### config.mk
export PLATFORM = sky130hd
export DESIGN_NAME = network_rx
export DESIGN_NICKNAME = d
export VERILOG_FILES = /design/src/rtl/network_rx_pkg.sv /design/src/rtl/network_rx_load_packer.sv /design/src/rtl/network_rx.sv
export SDC_FILE = /design/constraint.sdc
export NUM_CORES = 1
export LEC_CHECK = 0
export BUFFER_PORTS_ARGS = -buffer_cell sky130_fd_sc_hd__buf_2
export CORE_ASPECT_RATIO = 0.75
export CORE_UTILIZATION = 30
export DETAILED_ROUTE_END_ITERATION = 8
export PLACE_DENSITY = 0.63
export SYNTH_ARGS = -nofsm -noshare
export SYNTH_HDL_FRONTEND = slang
export SYNTH_HIERARCHICAL = 1
export SYNTH_SLANG_ARGS = --single-unit
### constraint.sdc
create_clock -name clk_i -period 3 [get_ports clk_i]
set_input_delay 0.15 -clock clk_i [delete_from_list [all_inputs] [get_ports clk_i]]
set_output_delay 0.15 -clock clk_i [all_outputs]
set_load 0.05 [all_outputs]
### src/rtl/network_rx_pkg.sv
// rtl/network_rx_pkg.sv - shared types and EPA decode constants for the remote request responder
package network_rx_pkg;

  typedef enum logic [1:0] {
    e_remote_load  = 2'd0,
    e_remote_store = 2'd1,
    e_remote_amo   = 2'd2
  } bsg_manycore_packet_op_e;

  typedef struct packed {
    logic       is_byte;
    logic       is_hex;
    logic       is_unsigned;
    logic [1:0] part_sel;
  } bsg_manycore_load_info_s;

  // Region select bits counted down from the EPA MSB.
  localparam int epa_icache_offset_gp = 1;
  localparam int epa_csr_offset_gp    = 2;

  typedef enum logic [2:0] {
    e_csr_freeze      = 3'd0,
    e_csr_tgo_x       = 3'd1,
    e_csr_tgo_y       = 3'd2,
    e_csr_pc_init     = 3'd3,
    e_csr_dram_enable = 3'd4
  } csr_offset_e;

  typedef enum logic [1:0] {
    e_rx_dmem,
    e_rx_icache,
    e_rx_csr,
    e_rx_invalid
  } rx_target_e;

endpackage

### src/rtl/network_rx_load_packer.sv
// rtl/network_rx_load_packer.sv - byte/half select and sign/zero extension of a returning load word
module network_rx_load_packer
  import network_rx_pkg::*;
#(
  parameter int data_width_p = 32
) (
  input  logic [data_width_p-1:0]  data_i,
  input  bsg_manycore_load_info_s  load_info_i,
  output logic [data_width_p-1:0]  data_o
);

  logic [7:0]  byte_sel;
  logic [15:0] half_sel;
  logic        byte_ext;
  logic        half_ext;

  always_comb begin
    byte_sel = data_i[{load_info_i.part_sel, 3'b000} +: 8];
    half_sel = data_i[{load_info_i.part_sel[1], 4'b0000} +: 16];
    byte_ext = ~load_info_i.is_unsigned & byte_sel[7];
    half_ext = ~load_info_i.is_unsigned & half_sel[15];
    data_o   = data_i;
    if (load_info_i.is_byte) begin
      data_o = {{(data_width_p-8){byte_ext}}, byte_sel};
    end else if (load_info_i.is_hex) begin
      data_o = {{(data_width_p-16){half_ext}}, half_sel};
    end
  end

endmodule

### src/rtl/network_rx.sv
// rtl/network_rx.sv - tile-side responder decoding remote EPA requests into DMEM, icache and CSR accesses
module network_rx
  import network_rx_pkg::*;
#(
  parameter int data_width_p       = 32,
  parameter int addr_width_p       = 16,
  parameter int dmem_size_p        = 1024,
  parameter int icache_entries_p   = 1024,
  parameter int icache_tag_width_p = 12,
  parameter int x_subcord_width_p  = 4,
  parameter int y_subcord_width_p  = 3,
  localparam int dmem_addr_width_lp = $clog2(dmem_size_p),
  localparam int pc_width_lp        = icache_tag_width_p + $clog2(icache_entries_p)
) (
  input  logic                          clk_i,
  input  logic                          reset_i,
  input  logic                          remote_req_v_i,
  input  logic [1:0]                    remote_req_op_i,
  input  logic [addr_width_p-1:0]       remote_req_addr_i,
  input  logic [data_width_p-1:0]       remote_req_data_i,
  input  logic [3:0]                    remote_req_mask_i,
  input  bsg_manycore_load_info_s       remote_req_load_info_i,
  output logic                          remote_yumi_o,
  output logic                          returning_v_o,
  output logic [data_width_p-1:0]       returning_data_o,
  output logic                          dmem_v_o,
  output logic                          dmem_w_o,
  output logic [dmem_addr_width_lp-1:0] dmem_addr_o,
  output logic [data_width_p-1:0]       dmem_data_o,
  output logic [3:0]                    dmem_mask_o,
  input  logic                          dmem_yumi_i,
  input  logic [data_width_p-1:0]       dmem_data_i,
  output logic                          icache_v_o,
  output logic [pc_width_lp-1:0]        icache_pc_o,
  output logic [data_width_p-1:0]       icache_instr_o,
  input  logic                          icache_yumi_i,
  output logic                          freeze_o,
  output logic [x_subcord_width_p-1:0]  tgo_x_o,
  output logic [y_subcord_width_p-1:0]  tgo_y_o,
  output logic [pc_width_lp-1:0]        pc_init_o,
  output logic                          dram_enable_o,
  output logic                          invalid_access_o
);

  rx_target_e                   target;
  logic                         is_load, is_store;
  logic [addr_width_p-1:0]      icache_addr;
  logic [data_width_p-1:0]      csr_word, packer_in, packer_out;

  logic                         freeze_d, freeze_q;
  logic [x_subcord_width_p-1:0] tgo_x_d, tgo_x_q;
  logic [y_subcord_width_p-1:0] tgo_y_d, tgo_y_q;
  logic [pc_width_lp-1:0]       pc_init_d, pc_init_q;
  logic                         dram_enable_d, dram_enable_q;
  logic                         returning_v_d, returning_v_q;
  logic                         resp_dmem_load_d, resp_dmem_load_q;
  logic [data_width_p-1:0]      resp_data_d, resp_data_q;
  bsg_manycore_load_info_s      load_info_d, load_info_q;

  always_comb begin
    is_load  = remote_req_op_i == e_remote_load;
    is_store = remote_req_op_i == e_remote_store;
    if (remote_req_addr_i[addr_width_p-epa_icache_offset_gp]) begin
      target = is_store ? e_rx_icache : e_rx_invalid;
    end else if (remote_req_addr_i[addr_width_p-epa_csr_offset_gp]) begin
      target = ((is_load | is_store) && remote_req_addr_i[2:0] <= e_csr_dram_enable)
             ? e_rx_csr : e_rx_invalid;
    end else if (remote_req_addr_i < addr_width_p'(dmem_size_p)) begin
      target = (is_load | is_store) ? e_rx_dmem : e_rx_invalid;
    end else begin
      target = e_rx_invalid;
    end
  end

  // The region bit is not part of the fill address.
  always_comb begin
    icache_addr = remote_req_addr_i;
    icache_addr[addr_width_p-epa_icache_offset_gp] = 1'b0;
  end

  always_comb begin
    dmem_v_o         = remote_req_v_i & (target == e_rx_dmem);
    dmem_w_o         = dmem_v_o & is_store;
    dmem_addr_o      = dmem_v_o ? remote_req_addr_i[dmem_addr_width_lp-1:0] : '0;
    dmem_data_o      = dmem_v_o ? remote_req_data_i : '0;
    dmem_mask_o      = dmem_v_o ? remote_req_mask_i : '0;
    icache_v_o       = remote_req_v_i & (target == e_rx_icache);
    icache_pc_o      = icache_v_o ? pc_width_lp'(icache_addr) : '0;
    icache_instr_o   = icache_v_o ? remote_req_data_i : '0;
    invalid_access_o = remote_req_v_i & (target == e_rx_invalid) & ~reset_i;
    case (target)
      e_rx_dmem:   remote_yumi_o = remote_req_v_i & dmem_yumi_i;
      e_rx_icache: remote_yumi_o = remote_req_v_i & icache_yumi_i;
      default:     remote_yumi_o = remote_req_v_i;
    endcase
  end

  always_comb begin
    case (remote_req_addr_i[2:0])
      e_csr_freeze:      csr_word = data_width_p'(freeze_q);
      e_csr_tgo_x:       csr_word = data_width_p'(tgo_x_q);
      e_csr_tgo_y:       csr_word = data_width_p'(tgo_y_q);
      e_csr_pc_init:     csr_word = data_width_p'(pc_init_q);
      e_csr_dram_enable: csr_word = data_width_p'(dram_enable_q);
      default:           csr_word = '0;
    endcase
  end

  always_comb begin
    freeze_d      = freeze_q;
    tgo_x_d       = tgo_x_q;
    tgo_y_d       = tgo_y_q;
    pc_init_d     = pc_init_q;
    dram_enable_d = dram_enable_q;
    if (remote_req_v_i && target == e_rx_csr && is_store) begin
      case (remote_req_addr_i[2:0])
        e_csr_freeze:      freeze_d      = remote_req_data_i[0];
        e_csr_tgo_x:       tgo_x_d       = remote_req_data_i[x_subcord_width_p-1:0];
        e_csr_tgo_y:       tgo_y_d       = remote_req_data_i[y_subcord_width_p-1:0];
        e_csr_pc_init:     pc_init_d     = pc_width_lp'(remote_req_data_i);
        e_csr_dram_enable: dram_enable_d = remote_req_data_i[0];
        default:           ;
      endcase
    end
    returning_v_d    = remote_yumi_o;
    resp_dmem_load_d = remote_yumi_o & (target == e_rx_dmem) & is_load;
    resp_data_d      = (remote_yumi_o && target == e_rx_csr && is_load) ? csr_word : '0;
    load_info_d      = remote_req_load_info_i;
  end

  always_ff @(posedge clk_i) begin
    if (reset_i) begin
      freeze_q         <= 1'b1;
      tgo_x_q          <= '0;
      tgo_y_q          <= '0;
      pc_init_q        <= '0;
      dram_enable_q    <= 1'b0;
      returning_v_q    <= 1'b0;
      resp_dmem_load_q <= 1'b0;
      resp_data_q      <= '0;
      load_info_q      <= '0;
    end else begin
      freeze_q         <= freeze_d;
      tgo_x_q          <= tgo_x_d;
      tgo_y_q          <= tgo_y_d;
      pc_init_q        <= pc_init_d;
      dram_enable_q    <= dram_enable_d;
      returning_v_q    <= returning_v_d;
      resp_dmem_load_q <= resp_dmem_load_d;
      resp_data_q      <= resp_data_d;
      load_info_q      <= load_info_d;
    end
  end

  // DMEM read data arrives the cycle after the grant, so it bypasses the response register.
  assign packer_in = resp_dmem_load_q ? dmem_data_i : resp_data_q;

  network_rx_load_packer #(.data_width_p(data_width_p)) load_packer (
    .data_i      (packer_in),
    .load_info_i (load_info_q),
    .data_o      (packer_out)
  );

  assign returning_v_o    = returning_v_q;
  assign returning_data_o = returning_v_q ? packer_out : '0;
  assign freeze_o         = freeze_q;
  assign tgo_x_o          = tgo_x_q;
  assign tgo_y_o          = tgo_y_q;
  assign pc_init_o        = pc_init_q;
  assign dram_enable_o    = dram_enable_q;

endmodule
==> results of run 1 <==
power breakdown:
| part | switching, mW | internal [mW] | total, mW | leakage, nW |
|---|---|---|---|---|
| Combinational | 0.228 | 0.124 | 0.352 | 2.55 |
| Sequential | 0.00854 | 0.803 | 0.811 | 0.485 |
| Clock | 0.353 | 0.731 | 1.08 | 0.158 |
placed cells by master, fill, tap and decap left out, drive strengths merged, types with 3 or more instances in the layout:
| cell | n |
|---|---|
| nor2 | 9 |
| a211oi | 8 |
| nand2 | 3 |
| nor3b | 4 |
| mux2 | 28 |
| nand2b | 68 |
| clkbuf | 13 |
| and3 | 9 |
| nand3b | 4 |
| dfxtp | 60 |
| nor2b | 8 |
| buf | 267 |
| and2 | 154 |
| mux2i | 56 |
| a21oi | 25 |
| a221oi | 8 |
| conb | 7 |
layout make-up:
class                           count  share of cell area
Inverter                            3             0.00183
Clock inverter                      3             0.00690
Tap cell                          200              0.0406
Timing Repair Buffer              267               0.221
Multi-Input combinational cell    415               0.489
Clock buffer                       13              0.0455
Sequential cell                    60               0.195
registers in the layout, indices dropped and copies added, names as in the netlist:
| name | count |
|---|---|
| returning_v_o | 1 |
| pc_init_o | 22 |
| freeze_o | 1 |
| resp_data_q | 22 |
| dram_enable_o | 1 |
| tgo_y_o | 3 |
| resp_dmem_load_q | 1 |
| load_info_q | 5 |
| tgo_x_o | 4 |
critical path, delay by kind of cell, from the launching register on:
family                 cells  cell delay (ns)
buffers and inverters      2             0.46
AOI/OAI and AO/OA          2             0.84
muxes                      1             0.28
DFF                        1             0.35
and+or+nand+nor            2             0.41
through the flow:
stage	utilization	setup WS [ns]	total power [mW]	hold WS (ns)
after detailed placement	0.404	0.534	1.18	0.375
final	0.426	0.172	2.25	0.0382
after global routing	0.426	0.0427	2.35	0.0312
after CTS	0.426	0.173	2.28	0.0228
after global placement	0.404	0.592	1.18	0.374
after floorplan	-	0.560	1.06	0.274
how the worst max path moves through the flow:
stage / startpoint / end / slack (ns) / depth (start not counted)
3_5_place_dp: resp_dmem_load_q$_SDFF_PP0_ / returning_data_o[19] / 0.53 / 7
2_1_floorplan: resp_dmem_load_q$_SDFF_PP0_ / returning_data_o[16] / 0.56 / 7
4_1_cts: resp_dmem_load_q$_SDFF_PP0_ / returning_data_o[16] / 0.17 / 7
3_3_place_gp: resp_dmem_load_q$_SDFF_PP0_ / returning_data_o[18] / 0.59 / 7
6_report: resp_dmem_load_q$_SDFF_PP0_ / returning_data_o[20] / 0.17 / 7
5_1_grt: resp_dmem_load_q$_SDFF_PP0_ / returning_data_o[19] / 0.04 / 7
cell families after synthesis:
kind of cell           count (synthesis)  share of synthesized area
other                                  1                   0.000843
and+or+nand+nor                      275                      0.397
AOI/OAI and AO/OA                     49                     0.0765
DFF                                   60                      0.270
buffers and inverters                 49                     0.0585
muxes                                 84                      0.198
layer usage:
layer / track usage / share of wire / wire [um] / vias to the layer above
met2: 0.285 / 0.44 / 6250 / 147
met4: 0.0307 / 0.0051 / 72 / 0
met3: 0.0565 / 0.067 / 950 / 6
li1: - / - / - / 2197
met1: 0.256 / 0.49 / 6940 / 1997
met5: 0 / 0 / 0 / -
==> results.md, run 1 <==
* CP dominant cell by count: and2_1
* Register area at 0.00120 mm2
* Mean Syn Cell Area at around 8.6 um2
* Layout Nets at 852
* Max IR drop VDD at 0.239 mV
* Slew Limit Headroom at 0.416
* # rows at 38
* Worst EP required at between 2 and 3 ns
* Largest net degree at the start of global routing at 62
* Ports at 265
* GRT overflow at 0
* Synth top cells by count: and2_1, nand2b_1, dfxtp_1
* Vias in the first global route at 4,056
* Design Area, Final at a little over 0.006 mm2
* Status: complete, no violations
* Initial antenna violation count at 0
* Residual DRC at 0
* Worst hold path class: input pin to flip-flop
* Antenna-violating nets left at 0
* Iter 0 DRT Violations at roughly 150
* Setup Fix Bufs, Post-CTS at 0
* Synth Register Bits at 60
* Hold EP: load_info_q[3]$_SDFF_PP0_
* Critical-path cell list: buf_4 -> and2_1 -> mux2_2 -> a31oi_2 -> a21oi_1 -> and2_1 -> buf_2
* Tot GR Track Use at 0.185
* CTS max path bufs at 2
* Min Tclk post-route at roughly 2.8 ns
* Fin. max-slew vios at 0
* R2R cell count at 3
* DP Wirelength at 11.0 mm
* Fraction of layout cells with a size suffix above 1 at 0.423
* Setup TNS Final at 0 ns
* Crit-path max FO at 28
* Post-synth EDFFs at 0
* Sequential share of the synthesized area at 0.270
* Final weighted congestion in routability-driven placement at 0.791
* RSZ-0062 raised after global routing: false
* Crit share post-route at 0.943
* Fmax at around 0.35 GHz
* Area occupied by multi-input gates at 0.00301 mm2
* Die area at 0.0153 mm2
* Fill count at 1,513
* Top cells by area, synth: dfxtp_1, and2_1, mux2i_1
* TritonCTS buffer count at 9
* Least-Margin Pin Slew at just under 0.9 ns
* Die H at 107 um
* Clock transition at the registers of the reported paths at 0.05 ns
* PwrDens at 365 mW/mm2
* Clk Latency, worst-skew pair at ~0.33 ns
* Crit path kind: flip-flop to output port
* Vias at 4,347
* Async set-reset flop share out of synthesis at 0
* H-Tree Depth at 3
* WL/cell at 14.8 um
* Clock skew at roughly 0.0032 ns
* Cell Area, Placed at between 0.005 and 0.006 mm2
* Cts hold-fix bufs at 0
* Placed cells at approximately 950
* Port bufs at roughly 260
* Wirelength, routed at approximately 14 mm
* Fin. Hold Viols at 0
* CP peak stage delay at around 0.71 ns
* Hold path cells at 2
* R2R Path End: resp_data_q[0]$_SDFF_PP0_
* Gate count after technology mapping at 518
* Synth unique cells at 44
* Final setup vio count at 0
* Synth Warn # at 6
* CP max stage cell: a31oi_2
* Starting density of the core at 0.308
* Pre-antenna DRT Iters at 5
* Worst hold start: remote_req_load_info_i[3]
* Post-Syn Area at between 0.004 and 0.005 mm2
* Worst path arrival time at 2.68 ns
* Placeable Area at about 0.014 mm2
* Startpoint types: flip-flop
* Leakage at 3.20 nW
* Via density per instance at about 4.5
* Area growth syn-to-layout at 38.4%
* TritonCTS clock tree: yes
* Flop-to-flop setup slack at 1.85 ns
* Non-filler instance count after layout at 961
* Leading register cell type out of synthesis: dfxtp_1
* # resized after CTS at 0
* Most frequent cell after synthesis: and2_1
* Yosys top cell area share at 0.270
* First-pass GRT wire length at 21.9 mm
* CTS sink count at 60
* RR Startpoint: tgo_x_o[0]$_SDFFE_PP0P_
* Max-cap violation count at 0
* # diodes at 0
* Synth area leader: dfxtp_1
* Root buffer cell: clkbuf_16
* CP endpoint kind: output port
* Chip width at 143 um
Note: power is estimated with default switching activity, not from simulation.
==> run 2, diff against run 1 <==
Settings changed: CORE_UTILIZATION 30 to 45, PLACE_DENSITY 0.63 to 0.87.
==> run 2 against run 1 <==
Critical path depth shrank 1. Combinational power shrank 1%. Clock skew up 0.0059 ns. Non-clock buffer count is the same. Via count is 2.4% higher. Largest power group unchanged.
==> results.md, run 2 (synthesis gave the netlist of run 1 again) <==
* Status: complete, no violations
* Design Area, Final at between 0.006 and 0.007 mm2
* Clock transition at the registers of the reported paths at 0.05 ns
* Worst path arrival time at approximately 2.5 ns
* # rows at 31
* Least-Margin Pin Slew at about 0.8 ns
* Tot GR Track Use at 0.267
* Final setup vio count at 0
* Clock power frac at 0.485
* Setup Fix Bufs, Post-CTS at 0
* Sw Pwr at 0.582 mW
* Worst EP required at 2.85 ns
* Setup TNS Final at 0 ns
* Area occupied by multi-input gates at around 0.003 mm2
* Fill count at 889
* CP max stage cell: a31oi_2
* # diodes at 0
* Largest net degree at the start of global routing at just over 60
* Die H at just under 90 um
* Final weighted congestion in routability-driven placement at approximately 0.92
* Layout Nets at between 800 and 900
* Antenna-violating nets left at 0
* Crit share post-route at 0.896
* Fmax at between 0.3 and 0.4 GHz
* CP endpoint kind: output port
* Worst hold start: remote_req_load_info_i[0]
* Residual DRC at 0
* Port bufs at approximately 260
* RR Startpoint: tgo_x_o[0]$_SDFFE_PP0P_
* Critical-path cell list: mux2_2 -> mux2_2 -> a31oi_2 -> a21oi_1 -> and2_1 -> buf_2
* Cell family with most CP delay: compound AO/OA/AOI/OAI gates
* Area growth syn-to-layout at 36.4%
* Initial antenna violation count at 1
* Comb pwr share at 0.154
* Pre-antenna DRT Iters at 4
* Worst hold path class: input pin to flip-flop
* Register area at approximately 0.0012 mm2
* Wirelength, routed at 13.9 mm
* H-Tree Depth at 3
* Ports at 265
* Fraction of layout cells with a size suffix above 1 at 0.422
* Critical path buffers and inverters at 1
* DP Wirelength at ~11 mm
* R2R cell count at 3
* Die area at ~0.010 mm2
* WL/cell at between 15 and 20 um
* Cell Area, Placed at ~0.0058 mm2
* CTS max path bufs at 2
* Clock skew at between 0.009 and 0.01 ns
* Placed cells at between 800 and 900
* Fin. Hold Viols at 0
* Sequential share of power at 0.361
* Most common cell after layout, fill and taps aside: buf_2
* Vias at 4,452
* CP dominant cell by count: mux2_2
* Slew Limit Headroom at 0.459
* Hold path cells at 2
* Crit path kind: flip-flop to output port
* Cts hold-fix bufs at 0
* Leakage at 3.20 nW
* Chip width at approximately 120 um
* Startpoint types: flip-flop
* TritonCTS clock tree: yes
* Total power draw at about 2.3 mW
* Vias in the first global route at between 3k and 4k
* Sw Share at 0.258
* Flop-to-flop setup slack at 1.91 ns
* Fin. max-slew vios at 0
* Min Tclk post-route at roughly 2.7 ns
* Root buffer cell: clkbuf_16
* Non-filler instance count after layout at between 800 and 900
* PwrDens at ~370 mW/mm2
* Crit-path max FO at 16
* Internal Power at approximately 1.7 mW
* Max-cap violation count at 0
* Iter 0 DRT Violations at 195
* Via density per instance at roughly 5
* R2R Path End: resp_data_q[0]$_SDFF_PP0_
* CP peak stage delay at 0.62 ns
* Clk Latency, worst-skew pair at approximately 0.32 ns
* TritonCTS buffer count at 9
* Max IR drop VDD at between 0.2 and 0.3 mV
* # resized after CTS at 0
* GRT overflow at 0
* CTS sink count at 60
* Hold EP: load_info_q[0]$_SDFF_PP0_
* Placeable Area at approximately 0.0096 mm2
* Starting density of the core at 0.463
* RSZ-0062 raised after global routing: false
* Commonest cells after routing, fill and taps aside: buf_2, and2_1, nand2b_1
* First-pass GRT wire length at ~21 mm
## run 2: cell types whose count changed in the layout (fill, tap and decap cells not counted), sizes merged
cell | before | now
clkinv | 2 | 4
clkbuf | 13 | 11
clkinvlp | 1 | 0
bufinv | 1 | 2
## run 2: final cells by class
type / count / share of cell area
clock inverter: 5 / 0.0124
inverter: 3 / 0.00185
sequential: 60 / 0.198
clock buffer: 11 / 0.0400
multi-input combinational: 415 / 0.496
timing repair buffer: 267 / 0.224
tap: 132 / 0.0272
## run 2: metrics by stage
stage / util / worst slack [ns] / hold WS (ns)
6_report: 0.631 / 0.313 / 0.0444
5_1_grt: 0.631 / 0.198 / 0.0436
4_1_cts: 0.631 / 0.332 / 0.0340
3_5_place_dp: 0.598 / 0.695 / 0.369
3_3_place_gp: 0.598 / 0.738 / 0.375
2_1_floorplan: - / 0.560 / 0.274
## run 2: how the worst max path moves through the flow
stage | from | to | slack, ns | depth (start not counted)
4_1_cts | resp_dmem_load_q$_SDFF_PP0_ | returning_data_o[31] | 0.33 | 6
5_1_grt | resp_dmem_load_q$_SDFF_PP0_ | returning_data_o[23] | 0.20 | 7
3_5_place_dp | resp_dmem_load_q$_SDFF_PP0_ | returning_data_o[31] | 0.69 | 7
6_report | resp_dmem_load_q$_SDFF_PP0_ | returning_data_o[17] | 0.31 | 6
2_1_floorplan | resp_dmem_load_q$_SDFF_PP0_ | returning_data_o[16] | 0.56 | 7
3_3_place_gp | resp_dmem_load_q$_SDFF_PP0_ | returning_data_o[31] | 0.74 | 6
## run 2: routing by layer
metal | global-route usage | wire (um) | vias to the layer above
met5 | 0 | 0 | -
met4 | 0.0656 | 102 | 0
met3 | 0.0671 | 991 | 8
met2 | 0.439 | 6560 | 166
met1 | 0.351 | 6220 | 2070
li1 | - | - | 2208
## run 2: power by group through the flow
stage               logic (mW)  clock network (mW)  registers [mW]
global route             0.373                1.15           0.814
detailed placement       0.346                   0           0.830
finish                   0.347                1.09           0.813
CTS                      0.346                1.11           0.813
floorplan                0.236                   0           0.827
global placement         0.343                   0           0.830
==> run 3, diff against run 2 <==
Settings changed: CORE_ASPECT_RATIO 0.75 to 0.9, GPL_TIMING_DRIVEN set to 0.
==> run 3 against run 2 <==
Clock skew shrank 0.0041 ns. Core utilization grew 0.73 points. Hold slack lost 0.015 ns. First-iteration DRC count grew 25%. Cell area grew 1.5%. Sequential share of layout area shrank 0.28 points. Die area is essentially flat. Clock-buffer cell count grew 1. Sequential cell count is the same. Register-to-register slack lost 0.06 ns. Largest cell class unchanged.
==> results.md, run 3 (synthesis gave the netlist of run 1 again) <==
* DP Wirelength at 11.4 mm
* Die area at between 0.01 and 0.015 mm2
* Worst Setup EP: returning_data_o[13]
* Startpoint types: flip-flop
* Port bufs at roughly 260
* Iter 0 DRT Violations at approximately 240
* CTS max path bufs at 2
* Commonest cells after routing, fill and taps aside: buf_2, and2_1, nand2b_1
* RSZ-0062 raised after global routing: false
* Initial antenna violation count at 1
* Crit share post-route at 0.935
* CP max stage cell: dfxtp_2
* Met3 GRT Util at 0.0528
* Max-cap violation count at 0
* Slew Limit Headroom at 0.619
* Met2 Usage GRT at 0.461
* Layout Nets at about 890
* Vias in the first global route at 4,147
* Fmax at roughly 0.36 GHz
* Least-Margin Pin Slew at approximately 0.57 ns
* Via density per instance at between 4 and 5
* Critical-path cell list: buf_4 -> mux2_2 -> mux2_4 -> a221oi_4 -> buf_6 -> a21oi_1 -> and2_1 -> buf_2
* Fraction of layout cells with a size suffix above 1 at 0.414
* # rows at 34
* Worst EP required at roughly 2.9 ns
* Residual DRC at 0
* Flop-to-flop setup slack at between 1.5 and 2 ns
* Status: complete, no violations
* Largest net degree at the start of global routing at 11
* CTS sink count at 60
* Worst hold path class: input pin to flip-flop
* RR Startpoint: freeze_o$_SDFFE_PP1P_
* WHS at between 0.02 and 0.03 ns
* Crit-path max FO at 10
* Final setup vio count at 0
* Setup crit start: resp_dmem_load_q$_SDFF_PP0_
* First-pass GRT wire length at between 20 and 25 mm
* Starting density of the core at 0.461
* Cts hold-fix bufs at 0
* Wirelength, routed at approximately 14 mm
* Worst path arrival time at ~2.7 ns
* Min Tclk post-route at 2.81 ns
* GRT overflow at 0
* H-Tree Depth at 3
* Fin. Hold Viols at 0
* Max IR drop VDD at approximately 0.23 mV
* Clock transition at the registers of the reported paths at approximately 0.060 ns
* WL/cell at between 15 and 20 um
* PwrDens at 319 mW/mm2
* Ports at around 270
* R2R cell count at 3
* Area growth syn-to-layout at 38.5%
* M1 GR Usage at 0.322
* Setup TNS Final at 0 ns
* CP endpoint kind: output port
* TritonCTS buffer count at 9
* Pre-antenna DRT Iters at 4
* Chip width at ~110 um
* CP peak stage delay at 0.40 ns
* Crit path kind: flip-flop to output port
* Tot GR Track Use at 0.265
* Most common cell after layout, fill and taps aside: buf_2
* Vias at around 4.6k
* R2R Path End: resp_data_q[0]$_SDFF_PP0_
* Placeable Area at a little under 0.01 mm2
* TritonCTS clock tree: yes
* Root buffer cell: clkbuf_8
* Fin. max-slew vios at 0
* Leakage at between 3 and 4 nW
* Most crowded layer after global routing: met2
* Die H at between 90 and 100 um
* Clk Latency, worst-skew pair at between 0.3 and 0.4 ns
* Clock skew at approximately 0.0050 ns
* Final weighted congestion in routability-driven placement at 0.940
* Antenna-violating nets left at 0
run 3: cell count changes in the layout (fill, tap and decap cells not counted), moves of 2 or more:
cell	before	now
buf_6	0	6
clkbuf_1	1	29
clkbuf_16	9	0
clkinv_2	3	1
clkbuf_8	1	10
buf_2	257	260
run 3: through the flow:
stage | instances | cell area [um2] | power, mW | utilization | setup slack, ns
5_1_grt | 925 | 6160 | 2.06 | 0.638 | 0.0802
4_1_cts | 923 | 6150 | 1.98 | 0.636 | 0.0484
3_3_place_gp | 907 | 5920 | 1.19 | 0.613 | 0.139
6_report | 925 | 6160 | 1.97 | 0.638 | 0.194
3_5_place_dp | 907 | 5920 | 1.19 | 0.613 | 0.133
2_1_floorplan | 524 | 4470 | 1.06 | - | 0.560
run 3: area by class of cell:
type,instances,area (um2)
Fill cell,883,3490
Antenna cell,1,2.50
Timing Repair Buffer,258,1290
Clock buffer,12,145
Buffer,46,259
Multi-Input combinational cell,415,3020
Tap cell,126,158
Sequential cell,60,1200
Inverter,3,11.3
Clock inverter,4,72.6
run 3: report_power, final:
part	switching (mW)	internal (mW)
registers	0.00599	0.801
logic	0.237	0.137
clock network	0.297	0.489
total	0.540	1.43
run 3: worst min-delay path by stage:
stage	startpoint	to	slack, ns	cells after the start
after floorplan	dmem_yumi_i	returning_v_o$_SDFF_PP0_	0.27	1
after global placement	remote_req_load_info_i[3]	load_info_q[3]$_SDFF_PP0_	0.36	2
after detailed placement	remote_req_load_info_i[3]	load_info_q[3]$_SDFF_PP0_	0.37	2
after CTS	remote_req_load_info_i[0]	load_info_q[0]$_SDFF_PP0_	0.02	2
after global routing	remote_req_load_info_i[4]	load_info_q[4]$_SDFF_PP0_	0.004	2
final	remote_req_load_info_i[0]	load_info_q[0]$_SDFF_PP0_	0.03	2
run 3: per-layer routing:
metal,up-vias,routed length [um],share of wire
li1,2285,-,-
met3,27,831,0.059
met5,-,0,0
met1,2055,6000,0.43
met4,0,363,0.026
met2,205,6900,0.49
run 3: critical path: cells and delay by family, from the launching register on:
family	cells	cell delay (ns)
buf+inv	3	0.60
flops	1	0.40
mux	2	0.69
compound gates	2	0.45
simple gates	1	0.17
run 3: repair_timing:
item / 4_1_cts / 5_1_grt
pin swaps: 0 / 1
gates resized for setup: 3 / 6
endpoints found under the setup margin: 20 / 20
setup buffers: 0 / 1
